--- src/rtl/pcm_channel_scheduler_if.sv ---
// DSP-side sample port: valid/ready handshake carrying a channel tag and sample.
interface pcm_channel_scheduler_if #(
  parameter int DATA_W = 24
) ();
  logic              dsp_valid;
  logic              dsp_ready;
  logic              dsp_chan;
  logic [DATA_W-1:0] dsp_data;

  modport master (
    output dsp_valid,
    output dsp_chan,
    output dsp_data,
    input  dsp_ready
  );

  modport slave (
    input  dsp_valid,
    input  dsp_chan,
    input  dsp_data,
    output dsp_ready
  );
endinterface

--- src/rtl/pcm_channel_scheduler.sv ---
// Captures left/right PCM samples into one-deep slots and serialises them
// onto the shared DSP port; tracks left-frame period for lock detection.
module pcm_channel_scheduler #(
  parameter int DATA_W        = 24,
  parameter int PERIOD_W      = 16,
  parameter int MIN_PERIOD    = 2000,
  parameter int MAX_PERIOD    = 2600,
  parameter int LOCK_COUNT    = 4,
  parameter int GATE_UNLOCKED = 1
) (
  input  logic                clk,
  input  logic                reset_n,
  input  logic                l_dout_valid,
  input  logic                r_dout_valid,
  input  logic [DATA_W-1:0]   l_pcm_data,
  input  logic [DATA_W-1:0]   r_pcm_data,
  pcm_channel_scheduler_if.master dsp,
  input  logic                clr_status,
  output logic                overrun_l,
  output logic                overrun_r,
  output logic                locked,
  output logic [PERIOD_W-1:0] frame_period
);

  localparam logic [1:0] IDLE   = 2'd0;
  localparam logic [1:0] SEND_L = 2'd1;
  localparam logic [1:0] SEND_R = 2'd2;

  localparam int GW = $clog2(LOCK_COUNT + 1);
  localparam logic [GW-1:0] LOCK_C = GW'(LOCK_COUNT);
  localparam logic [PERIOD_W-1:0] PER_SAT = '1;
  localparam logic [PERIOD_W-1:0] MIN_P = PERIOD_W'(MIN_PERIOD);
  localparam logic [PERIOD_W-1:0] MAX_P = PERIOD_W'(MAX_PERIOD);
  localparam logic [PERIOD_W-1:0] TO_P  = PERIOD_W'(MAX_PERIOD + 1);

  logic [1:0] rsync_q;
  logic       rst_n;

  always_ff @(posedge clk or negedge reset_n) begin
    if (!reset_n) rsync_q <= '0;
    else          rsync_q <= {rsync_q[0], 1'b1};
  end

  assign rst_n = rsync_q[1];

  logic [1:0]          l_vs_q, r_vs_q;
  logic                l_pend_q, l_pend_d;
  logic                r_pend_q, r_pend_d;
  logic [DATA_W-1:0]   l_slot_q, l_slot_d;
  logic [DATA_W-1:0]   r_slot_q, r_slot_d;
  logic [1:0]          state_q, state_d;
  logic                valid_q, valid_d;
  logic                chan_q, chan_d;
  logic [DATA_W-1:0]   data_q, data_d;
  logic                ovr_l_q, ovr_l_d;
  logic                ovr_r_q, ovr_r_d;
  logic [PERIOD_W-1:0] per_q, per_d;
  logic [PERIOD_W-1:0] fper_q, fper_d;
  logic [GW-1:0]       good_q, good_d;
  logic                lock_q, lock_d;

  logic l_ev, r_ev, l_cap, r_cap, gate, hs;
  logic l_drain, r_drain, l_load, r_load;

  always_comb begin
    l_ev = l_vs_q[0] & ~l_vs_q[1];
    r_ev = r_vs_q[0] & ~r_vs_q[1];

    per_d  = (per_q == PER_SAT) ? per_q : per_q + 1'b1;
    fper_d = fper_q;
    good_d = good_q;
    lock_d = lock_q;
    if (l_ev) begin
      per_d  = {{(PERIOD_W-1){1'b0}}, 1'b1};
      fper_d = per_q;
      if (per_q >= MIN_P && per_q <= MAX_P) begin
        good_d = (good_q == LOCK_C) ? good_q : good_q + 1'b1;
        lock_d = (good_d == LOCK_C);
      end else begin
        good_d = '0;
        lock_d = 1'b0;
      end
    end else if (per_q == TO_P) begin
      good_d = '0;
      lock_d = 1'b0;
    end

    // gating follows the lock state including this edge's measurement
    gate  = (GATE_UNLOCKED != 0) && !lock_d;
    l_cap = l_ev & ~gate;
    r_cap = r_ev & ~gate;

    hs      = valid_q & dsp.dsp_ready;
    l_drain = hs & (state_q == SEND_L);
    r_drain = hs & (state_q == SEND_R);

    state_d = state_q;
    valid_d = valid_q;
    chan_d  = chan_q;
    data_d  = data_q;
    l_load  = 1'b0;
    r_load  = 1'b0;
    unique case (state_q)
      IDLE: begin
        if (l_pend_q)      l_load = 1'b1;
        else if (r_pend_q) r_load = 1'b1;
      end
      SEND_L: begin
        if (hs) begin
          if (r_pend_q) r_load = 1'b1;
          else begin
            state_d = IDLE;
            valid_d = 1'b0;
          end
        end
      end
      SEND_R: begin
        if (hs) begin
          if (l_pend_q) l_load = 1'b1;
          else begin
            state_d = IDLE;
            valid_d = 1'b0;
          end
        end
      end
      default: begin
        state_d = IDLE;
        valid_d = 1'b0;
      end
    endcase
    if (l_load) begin
      state_d = SEND_L;
      valid_d = 1'b1;
      chan_d  = 1'b0;
      data_d  = l_slot_q;
    end
    if (r_load) begin
      state_d = SEND_R;
      valid_d = 1'b1;
      chan_d  = 1'b1;
      data_d  = r_slot_q;
    end

    // pending means unsent data waits in the slot; the in-flight copy is in data_q
    l_slot_d = l_cap ? l_pcm_data : l_slot_q;
    r_slot_d = r_cap ? r_pcm_data : r_slot_q;
    l_pend_d = l_cap | (l_pend_q & ~l_load);
    r_pend_d = r_cap | (r_pend_q & ~r_load);

    ovr_l_d = (l_cap & (l_pend_q | (state_q == SEND_L)) & ~l_drain)
            | (ovr_l_q & ~clr_status);
    ovr_r_d = (r_cap & (r_pend_q | (state_q == SEND_R)) & ~r_drain)
            | (ovr_r_q & ~clr_status);
  end

  always_ff @(posedge clk or negedge rst_n) begin
    if (!rst_n) begin
      l_vs_q   <= '0;
      r_vs_q   <= '0;
      l_pend_q <= 1'b0;
      r_pend_q <= 1'b0;
      l_slot_q <= '0;
      r_slot_q <= '0;
      state_q  <= IDLE;
      valid_q  <= 1'b0;
      chan_q   <= 1'b0;
      data_q   <= '0;
      ovr_l_q  <= 1'b0;
      ovr_r_q  <= 1'b0;
      per_q    <= '0;
      fper_q   <= '0;
      good_q   <= '0;
      lock_q   <= 1'b0;
    end else begin
      l_vs_q   <= {l_vs_q[0], l_dout_valid};
      r_vs_q   <= {r_vs_q[0], r_dout_valid};
      l_pend_q <= l_pend_d;
      r_pend_q <= r_pend_d;
      l_slot_q <= l_slot_d;
      r_slot_q <= r_slot_d;
      state_q  <= state_d;
      valid_q  <= valid_d;
      chan_q   <= chan_d;
      data_q   <= data_d;
      ovr_l_q  <= ovr_l_d;
      ovr_r_q  <= ovr_r_d;
      per_q    <= per_d;
      fper_q   <= fper_d;
      good_q   <= good_d;
      lock_q   <= lock_d;
    end
  end

  assign dsp.dsp_valid = valid_q;
  assign dsp.dsp_chan  = chan_q;
  assign dsp.dsp_data  = data_q;
  assign overrun_l     = ovr_l_q;
  assign overrun_r     = ovr_r_q;
  assign locked        = lock_q;
  assign frame_period  = fper_q;

endmodule
--- src/flat_wrapper.sv ---
// flat-port wrapper written by rule: the top's interface ports become plain ports
module pcm_channel_scheduler_flat 
#(
  parameter int DATA_W        = 24,
  parameter int PERIOD_W      = 16,
  parameter int MIN_PERIOD    = 2000,
  parameter int MAX_PERIOD    = 2600,
  parameter int LOCK_COUNT    = 4,
  parameter int GATE_UNLOCKED = 1
)
  (clk, reset_n, l_dout_valid, r_dout_valid, l_pcm_data, r_pcm_data, clr_status, overrun_l, overrun_r, locked, frame_period, dsp_dsp_valid, dsp_dsp_chan, dsp_dsp_data, dsp_dsp_ready);
  pcm_channel_scheduler_if #(.DATA_W(DATA_W)) dsp_i ();
  input  logic clk;
  input  logic reset_n;
  input  logic l_dout_valid;
  input  logic r_dout_valid;
  input  logic [DATA_W-1:0] l_pcm_data;
  input  logic [DATA_W-1:0] r_pcm_data;
  input  logic clr_status;
  output logic overrun_l;
  output logic overrun_r;
  output logic locked;
  output logic [PERIOD_W-1:0] frame_period;
  output wire logic [$bits(dsp_i.dsp_valid)-1:0] dsp_dsp_valid;
  output wire logic [$bits(dsp_i.dsp_chan)-1:0] dsp_dsp_chan;
  output wire logic [$bits(dsp_i.dsp_data)-1:0] dsp_dsp_data;
  input wire logic [$bits(dsp_i.dsp_ready)-1:0] dsp_dsp_ready;
  assign dsp_dsp_valid = dsp_i.dsp_valid;
  assign dsp_dsp_chan = dsp_i.dsp_chan;
  assign dsp_dsp_data = dsp_i.dsp_data;
  assign dsp_i.dsp_ready = dsp_dsp_ready;
  pcm_channel_scheduler #(.DATA_W(DATA_W), .PERIOD_W(PERIOD_W), .MIN_PERIOD(MIN_PERIOD), .MAX_PERIOD(MAX_PERIOD), .LOCK_COUNT(LOCK_COUNT), .GATE_UNLOCKED(GATE_UNLOCKED)) u_core (.clk(clk), .reset_n(reset_n), .l_dout_valid(l_dout_valid), .r_dout_valid(r_dout_valid), .l_pcm_data(l_pcm_data), .r_pcm_data(r_pcm_data), .dsp(dsp_i), .clr_status(clr_status), .overrun_l(overrun_l), .overrun_r(overrun_r), .locked(locked), .frame_period(frame_period));
endmodule
--- config.mk ---
export PLATFORM = sky130hd
export DESIGN_NAME = pcm_channel_scheduler_flat
export DESIGN_NICKNAME = d
export VERILOG_FILES = /design/src/rtl/pcm_channel_scheduler_if.sv /design/src/rtl/pcm_channel_scheduler.sv /design/src/flat_wrapper.sv
export SDC_FILE = /design/constraint.sdc
export NUM_CORES = 1
export LEC_CHECK = 0
export CAP_MARGIN = 20
export CORE_UTILIZATION = 30
export DETAILED_ROUTE_END_ITERATION = 8
export PLACE_DENSITY = 0.49
export SETUP_SLACK_MARGIN = 0.5
export SLEW_MARGIN = 15
export SYNTH_ARGS = -nofsm -noshare
export SYNTH_HDL_FRONTEND = slang
export SYNTH_SLANG_ARGS = --single-unit
--- constraint.sdc ---
create_clock -name clk -period 3.7 [get_ports clk]
set_input_delay 0.37 -clock clk [delete_from_list [all_inputs] [get_ports clk]]
set_output_delay 0.37 -clock clk [all_outputs]
set_load 0.05 [all_outputs]
==> results of run 1 <==
-- where the power goes --
group	total, mW	switching (mW)	internal [mW]	leakage, nW
Combinational	1.46	0.948	0.513	1.33
Clock	1.80	0.631	1.17	0.314
Sequential	1.76	0.198	1.56	1.52
Total	5.02	1.78	3.24	3.17
-- cell type report --
type	count	area, um2	share of cell area [%]
multi-input cells	298	2115	29.45
clock inverters	13	190.2	2.649
flip-flops and latches	122	3057	42.58
inverters	14	52.55	0.7320
repair buffers	103	1031	14.36
clock buffers	19	452.9	6.309
well taps	225	281.5	3.921
-- through the flow --
stage          total power [mW]  worst slack (ps)
6_report                  5.022              1187
5_1_grt                   5.289              1086
4_1_cts                   5.100              1163
3_5_place_dp              3.261              1102
3_3_place_gp              3.240              1172
2_1_floorplan             2.707              1606
-- routing by layer --
layer | wire [um] | up-vias
met4 | 185 | 0
met5 | 0 | -
li1 | - | 1798
met1 | 5426 | 1823
met2 | 5900 | 89
met3 | 658 | 18
-- cell usage in the layout, fill, tap and decap left out, types with 3 or more instances in the layout --
cell / n
dfrtp_1: 121
nand2_1: 101
clkdlybuf4s50_1: 98
mux2_2: 30
a22oi_1: 24
nor2_1: 22
mux2_4: 18
clkbuf_16: 17
inv_1: 14
a21oi_1: 13
o21ai_0: 10
xnor2_1: 7
nand3_1: 6
ha_1: 5
nor2b_1: 4
nor4_1: 4
nor3_1: 4
bufinv_16: 4
buf_4: 4
o22ai_1: 3
nand4_1: 3
a31oi_1: 3
clkinv_4: 3
inv_6: 3
-- cell families (layout without fill, tap and decap cells) --
logic type | count (synthesis) | after routing | share of synthesized area [%]
mux | 49 | 49 | 11.61
simple gates | 163 | 163 | 14.81
buf+inv | 35 | 149 | 3.033
other cells | 1 | 1 | 0.07045
fa+ha+maj | 5 | 5 | 1.175
flops | 122 | 122 | 57.36
compound gates | 71 | 71 | 10.46
xor+xnor | 9 | 9 | 1.481
-- critical path, cell delays in order, from the launching register on --
cell	delay [ps]
dfrtp_1	440
nor4_1	510
and4bb_1	330
nor4bb_2	80
a41oi_4	170
buf_4	450
mux2_2	390
-- worst min path at each step --
stage | start | endpoint | slack (ps) | cells past startpoint
6_report | reset_n | u_core.rsync_q[1]$_DFF_PN0_ | 110 | 1
4_1_cts | reset_n | u_core.rsync_q[1]$_DFF_PN0_ | 100 | 1
2_1_floorplan | reset_n | u_core.rsync_q[0]$_DFF_PN0_ | 70 | 0
3_5_place_dp | u_core.rsync_q[0]$_DFF_PN0_ | u_core.rsync_q[1]$_DFF_PN0_ | 340 | 0
5_1_grt | reset_n | u_core.rsync_q[0]$_DFF_PN0_ | 100 | 1
3_3_place_gp | u_core.rsync_q[0]$_DFF_PN0_ | u_core.rsync_q[1]$_DFF_PN0_ | 340 | 0
-- state kept, by name, summed over array words and instances, names as in the netlist --
name / flops
u_core.per_q: 16
u_core.r_pend_q: 1
u_core.l_vs_q: 2
u_core.l_slot_q: 24
u_core.good_q: 3
u_core.dsp.dsp_chan: 1
u_core.rsync_q: 2
u_core.dsp.dsp_valid: 1
u_core.state_q: 2
u_core.r_slot_q: 24
u_core.overrun_l: 1
u_core.l_pend_q: 1
u_core.locked: 1
u_core.r_vs_q: 2
u_core.frame_period: 16
u_core.dsp.dsp_data: 24
u_core.overrun_r: 1
==> results by group, run 1 <==
Clocking
  • Clk sink count: 122
  • Clock transition at path regs: 60 ps
  • H-tree depth: 4
  • CTS buffer count: 17
  • Root buf cell: clkbuf_16
  • Cts-stage hold buffer count: 0
  • Setup bufs post-CTS: 0
  • Worst-skew pair later-pin latency: 420 ps
  • Post-CTS sizing: 0
  • CTS tree: yes
  • Clk buf depth: 2

Worst setup path
  • CP Class: register to register
  • RR Startpoint: u_core.per_q[12]$_DFFE_PN0P_
  • Crit path capture type: register
  • Reg-to-reg setup timing slack: 1190 ps
  • Worst r2r path cells: 6
  • Worst setup SP type: register
  • CP max FO: 26
  • Worst R2R End: u_core.r_slot_q[5]$_DFFE_PN0P_
  • Worst EP required: 4000 ps
  • CP Data Arrival Time: 2820 ps
  • Critical path startpoint: u_core.per_q[12]$_DFFE_PN0P_
  • End of the critical path: u_core.r_slot_q[5]$_DFFE_PN0P_

Status
  • Status: finished clean

Yosys
  • Seq cells post-synth: 122
  • Leading cell type by number of instances after synthesis: dfrtp_1
  • Commonest cells in the netlist: 122 x dfrtp_1, 101 x nand2_1, 30 x mux2_2
  • Yosys cell types: 56
  • EDFF count, synth: 0
  • Mean Syn Cell Area: 11.70 um2
  • Asr flop ratio synth: 100.0%
  • Cells after synthesis: 455
  • Commonest register cell after synthesis: dfrtp_1
  • Area contributors post-synth: dfrtp_1 57%, nand2_1 7.1%, mux2_2 6.3%
  • Post-synth top area cell: dfrtp_1
  • Yosys warnings: 0
  • Syn Std Cell Area: 5323 um2
  • Part of the Yosys area used for sequential elements: 57.36%
  • Syn_nets: 514
  • Synth top area share: 57.36%

Global route
  • Met2 Resource Use GR: 23.87%
  • GR met3 Demand/Resource: 5.088%
  • Vias in the first global route: 3910
  • Met1 Use GR: 17.54%
  • Initial antenna violation count: 1
  • First-pass GRT wire length: 20100 um
  • GRT Total Usage: 14.60%
  • Residual overflow from global routing: 0
  • Most used routing layer: met2
  • Largest net degree at the start of global routing: 65

Power and ir drop
  • PD cells: 699.5 nW/um2
  • Pleak: 3.172 nW
  • Maximum vdd ir drop: 0.0003249 V

STA
  • Setup TNS Final: 0 ps
  • Setup violators final: 0
  • Slew @ Worst Pin: 1034 ps
  • Relative slew slack: 30.97%
  • Layout Skew: 11.44 ps
  • Max Clock Freq: 0.3979 GHz
  • Hold Slack: 112.2 ps
  • RSZ-0062 raised after global routing: false
  • Final Hold Vio Count: 0
  • Max Slew Vio Count: 0
  • Fin crit period: 2513 ps
  • Fin crit share: 67.92%

Finish
  • Area Growth Syn to Fin: 34.88%
  • Diodes inserted: 0
  • Post-Layout Cell Count: 794
  • Nets: 615
  • Layout cell share with drive strength beyond 1: 17.75%
  • End-of-flow core utilization: 41.51%
  • Fillers: 1651
  • Design Area, Final: 7179 um2

Drt
  • 1st-pass router iterations: 4
  • Initial DRC count: 213
  • Remaining DRCs: 0
  • Routed len/inst: 15.33 um
  • DRT Wirelength: 12170 um
  • Via/cell ratio: 4.695
  • Vias: 3728
  • Remaining antenna violation count: 0

Hold path
  • Hold WC Path Type: input pin to asynchronous set/reset pin

Placement
  • Placed Instances: 762
  • Placed Area: 6536 um2
  • PortBufs: 98
  • Post-DP HPWL: 7846 um
  • GP Congestion: 0.7104

Job
  • Max-capacitance violation count: 0

Floorplan
  • DIE WIDTH: 135.2 um
  • Cell Rows: 48
  • I/O Pins: 99
  • Die footprint: 18280 um2
  • Initial cell density of the core: 30.77%
  • Core ar.: 17300 um2
  • Die Span Y: 135.2 um
Note: power is estimated with default switching activity, not from simulation.
==> inputs of run 2 (changes only) <==
==> constraint.sdc (replaced) <==
create_clock -name clk -period 2.25 [get_ports clk]
set_input_delay 0.225 -clock clk [delete_from_list [all_inputs] [get_ports clk]]
set_output_delay 0.225 -clock clk [all_outputs]
set_load 0.05 [all_outputs]
==> run 2 against run 1 <==
Fmax grew 19%. Worst setup slack worse by 1000 ps. Via count is 5.4% higher. Largest power group is now registers. First-iteration DRC count down 23%.
==> results by group, run 2 (synthesized netlist as in run 1, its figures left out) <==
Drt
  • Remaining DRCs: 0 (unchanged)
  • DRT Wirelength: 13530 um (was 12170 um)
  • Remaining antenna violation count: 0 (unchanged)
  • Initial DRC count: 163 (was 213)
  • Routed len/inst: 16.18 um (was 15.33 um)
  • Vias: 3931 (was 3728)
  • Via/cell ratio: 4.702 (was 4.695)
  • 1st-pass router iterations: 4 (unchanged)

Worst setup path
  • CP Class: register to register (unchanged)
  • Worst setup SP type: register (unchanged)
  • CP max FO: 6 (was 26)
  • Worst EP required: 2550 ps (was 4000 ps)
  • CP Data Arrival Time: 2410 ps (was 2820 ps)
  • Crit path capture type: register (unchanged)

Power and ir drop
  • Clock power share: 34.0% (was 35.9%)
  • P_int: 5.001 mW (was 3.245 mW)
  • Logic pwr share: 30.5% (was 29.1%)
  • Switching pwr: 3.000 mW (was 1.777 mW)
  • Reg power frac: 35.5% (was 35.0%)
  • Pleak: 3.645 nW (was 3.172 nW)
  • Total power: 8.001 mW (was 5.022 mW)
  • Maximum vdd ir drop: 0.0005723 V (was 0.0003249 V)
  • PD cells: 1028 nW/um2 (was 699.5 nW/um2)
  • Sw frac: 37.49% (was 35.38%)

Clocking
  • Root buf cell: clkbuf_16 (unchanged)
  • Clk buf depth: 2 (unchanged)
  • CTS buffer count: 17 (unchanged)
  • Worst-skew pair later-pin latency: 420 ps (about the same)
  • Clk sink count: 122 (unchanged)
  • H-tree depth: 4 (unchanged)
  • CTS tree: yes (unchanged)
  • Clock transition at path regs: 60 ps (about the same)

STA
  • Max Slew Vio Count: 0 (unchanged)
  • Layout Skew: 11.47 ps (was 11.44 ps)
  • Fin crit share: 93.82% (was 67.92%)
  • Slew @ Worst Pin: 617.6 ps (was 1034 ps)
  • Relative slew slack: 58.82% (was 30.97%)
  • Fin crit period: 2111 ps (was 2513 ps)
  • Setup TNS Final: 0 ps (unchanged)
  • Max Clock Freq: 0.4737 GHz (was 0.3979 GHz)
  • RSZ-0062 raised after global routing: true (was false)
  • Final Hold Vio Count: 0 (unchanged)
  • Setup violators final: 0 (unchanged)
  • Hold Slack: 252.4 ps (was 112.2 ps)

Global route
  • Residual overflow from global routing: 0 (unchanged)
  • Vias in the first global route: 4012 (was 3910)
  • GR met3 Demand/Resource: 4.564% (was 5.088%)
  • Largest net degree at the start of global routing: 47 (was 65)
  • Met1 Use GR: 18.90% (was 17.54%)
  • First-pass GRT wire length: 21130 um (was 20100 um)
  • Met2 Resource Use GR: 25.16% (was 23.87%)
  • Initial antenna violation count: 0 (was 1)
  • GRT Total Usage: 15.36% (was 14.60%)
  • Most used routing layer: met2 (unchanged)

Status
  • Status: finished clean (unchanged)

Finish
  • Design Area, Final: 7785 um2 (was 7179 um2)
  • Commonest non-fill, non-tap cell in the layout: dfrtp_1 (unchanged)
  • Most frequent cells in the layout: 117 x dfrtp_1, 97 x nand2_1, 53 x clkdlybuf4s50_1 (was 121 x dfrtp_1, 101 x nand2_1, 98 x clkdlybuf4s50_1)
  • Area Growth Syn to Fin: 46.26% (was 34.88%)
  • Diodes inserted: 0 (unchanged)
  • Layout cell share with drive strength beyond 1: 28.81% (was 17.75%)
  • Nets: 657 (was 615)

Hold path
  • Hold WC Path Type: input pin to register (was input pin to asynchronous set/reset pin)

Floorplan
  • DIE WIDTH: 135.2 um (unchanged)
  • Die Span Y: 135.2 um (unchanged)
  • Core ar.: 17300 um2 (unchanged)
  • Cell Rows: 48 (unchanged)
  • Initial cell density of the core: 30.77% (unchanged)
  • Die footprint: 18280 um2 (unchanged)
  • I/O Pins: 99 (unchanged)

Job
  • Max-capacitance violation count: 0 (unchanged)

Placement
  • GP Congestion: 0.8244 (was 0.7104)
  • PortBufs: 98 (unchanged)
  • Post-DP HPWL: 8554 um (was 7846 um)
  • Placed Area: 6753 um2 (was 6536 um2)
==> run 2: cell count changes in the layout (fill, tap and decap cells not counted), sizes merged, moves of 2 or more <==
cell	change
inv	+2
buf	+40
dlygate4sd2	+45
bufinv	-2
clkdlybuf4s50	-45
==> run 2: critical path, stage by stage (launching register included) <==
cell and delay, ps:
dfrtp_1 390, nor4_2 300, buf_4 160, and4bb_2 270
nor4bb_4 70, a41oi_4 210, buf_6 170, buf_8 130
mux2_4 290
==> run 2: cell type report <==
type | instances | area, um2
clock inverter | 15 | 166.4
fill | 1633 | 9512
tap | 225 | 281.5
clock buffer | 17 | 425.4
sequential | 122 | 3062
multi-input combinational | 298 | 2328
inverter | 14 | 52.55
timing repair buffer | 145 | 1469
==> run 2: final timing paths <==
check | startpoint | to | slack (ps) | cells after the start
min | l_dout_valid | u_core.l_vs_q[0]$_DFF_PN0_ | 250 | 1
min in group asynchronous | u_core.rsync_q[1]$_DFF_PN0_ | u_core.dsp.dsp_data[1]$_DFFE_PN0P_ | 340 | 0
max in group asynchronous | u_core.rsync_q[1]$_DFF_PN0_ | u_core.dsp.dsp_valid$_DFFE_PN0P_ | 1230 | 1
min reg2reg | u_core.rsync_q[1]$_DFF_PN0_ | u_core.dsp.dsp_data[1]$_DFFE_PN0P_ | 340 | 0
max | u_core.per_q[14]$_DFFE_PN0P_ | u_core.r_slot_q[14]$_DFFE_PN0P_ | 140 | 8
max reg2reg | u_core.per_q[14]$_DFFE_PN0P_ | u_core.r_slot_q[14]$_DFFE_PN0P_ | 140 | 8
==> run 2: power groups by stage <==
stage	Combinational, mW	Clock (mW)	Sequential [mW]
final	2.44	2.72	2.84
after global routing	2.63	2.88	2.90
after CTS	2.42	2.80	2.84
after detailed placement	2.55	0	2.88
after global placement	2.53	0	2.87
after floorplan	0.749	0	3.72
==> run 2: repair_timing <==
item | in CTS | in global routing
gates cloned | 3 | 2
hold endpoints to repair | 2 | 0
pin swaps | 6 | 9
setup endpoints to repair | 102 | 79
buffers inserted | 8 | 7
resized for setup | 81 | 29
hold buffers | 1 | 0
==> run 2: stage by stage <==
step,instances,setup slack [ps],util (%)
finish,836,139.0,45.01
detailed placement,783,119.2,39.04
global placement,783,68.93,39.04
floorplan,455,231.6,-
global route,836,29.62,45.01
CTS,827,143.1,43.79
==> run 2: per-layer routing <==
layer	share of wire [%]	up-vias
met1	44	1960
met4	1.1	0
li1	-	1879
met5	0	-
met2	50	80
met3	4.9	12
==> inputs of run 3 (changes only) <==
--- a/config.mk
+++ b/config.mk
@@ -5,7 +5,7 @@
 export SDC_FILE = /design/constraint.sdc
 export NUM_CORES = 1
 export LEC_CHECK = 0
-export CAP_MARGIN = 20
+export CAP_MARGIN = 0
 export CORE_UTILIZATION = 30
 export DETAILED_ROUTE_END_ITERATION = 8
 export PLACE_DENSITY = 0.49
==> results of run 3 <==
Final layout, timing and power as in run 2 (identical DEF).
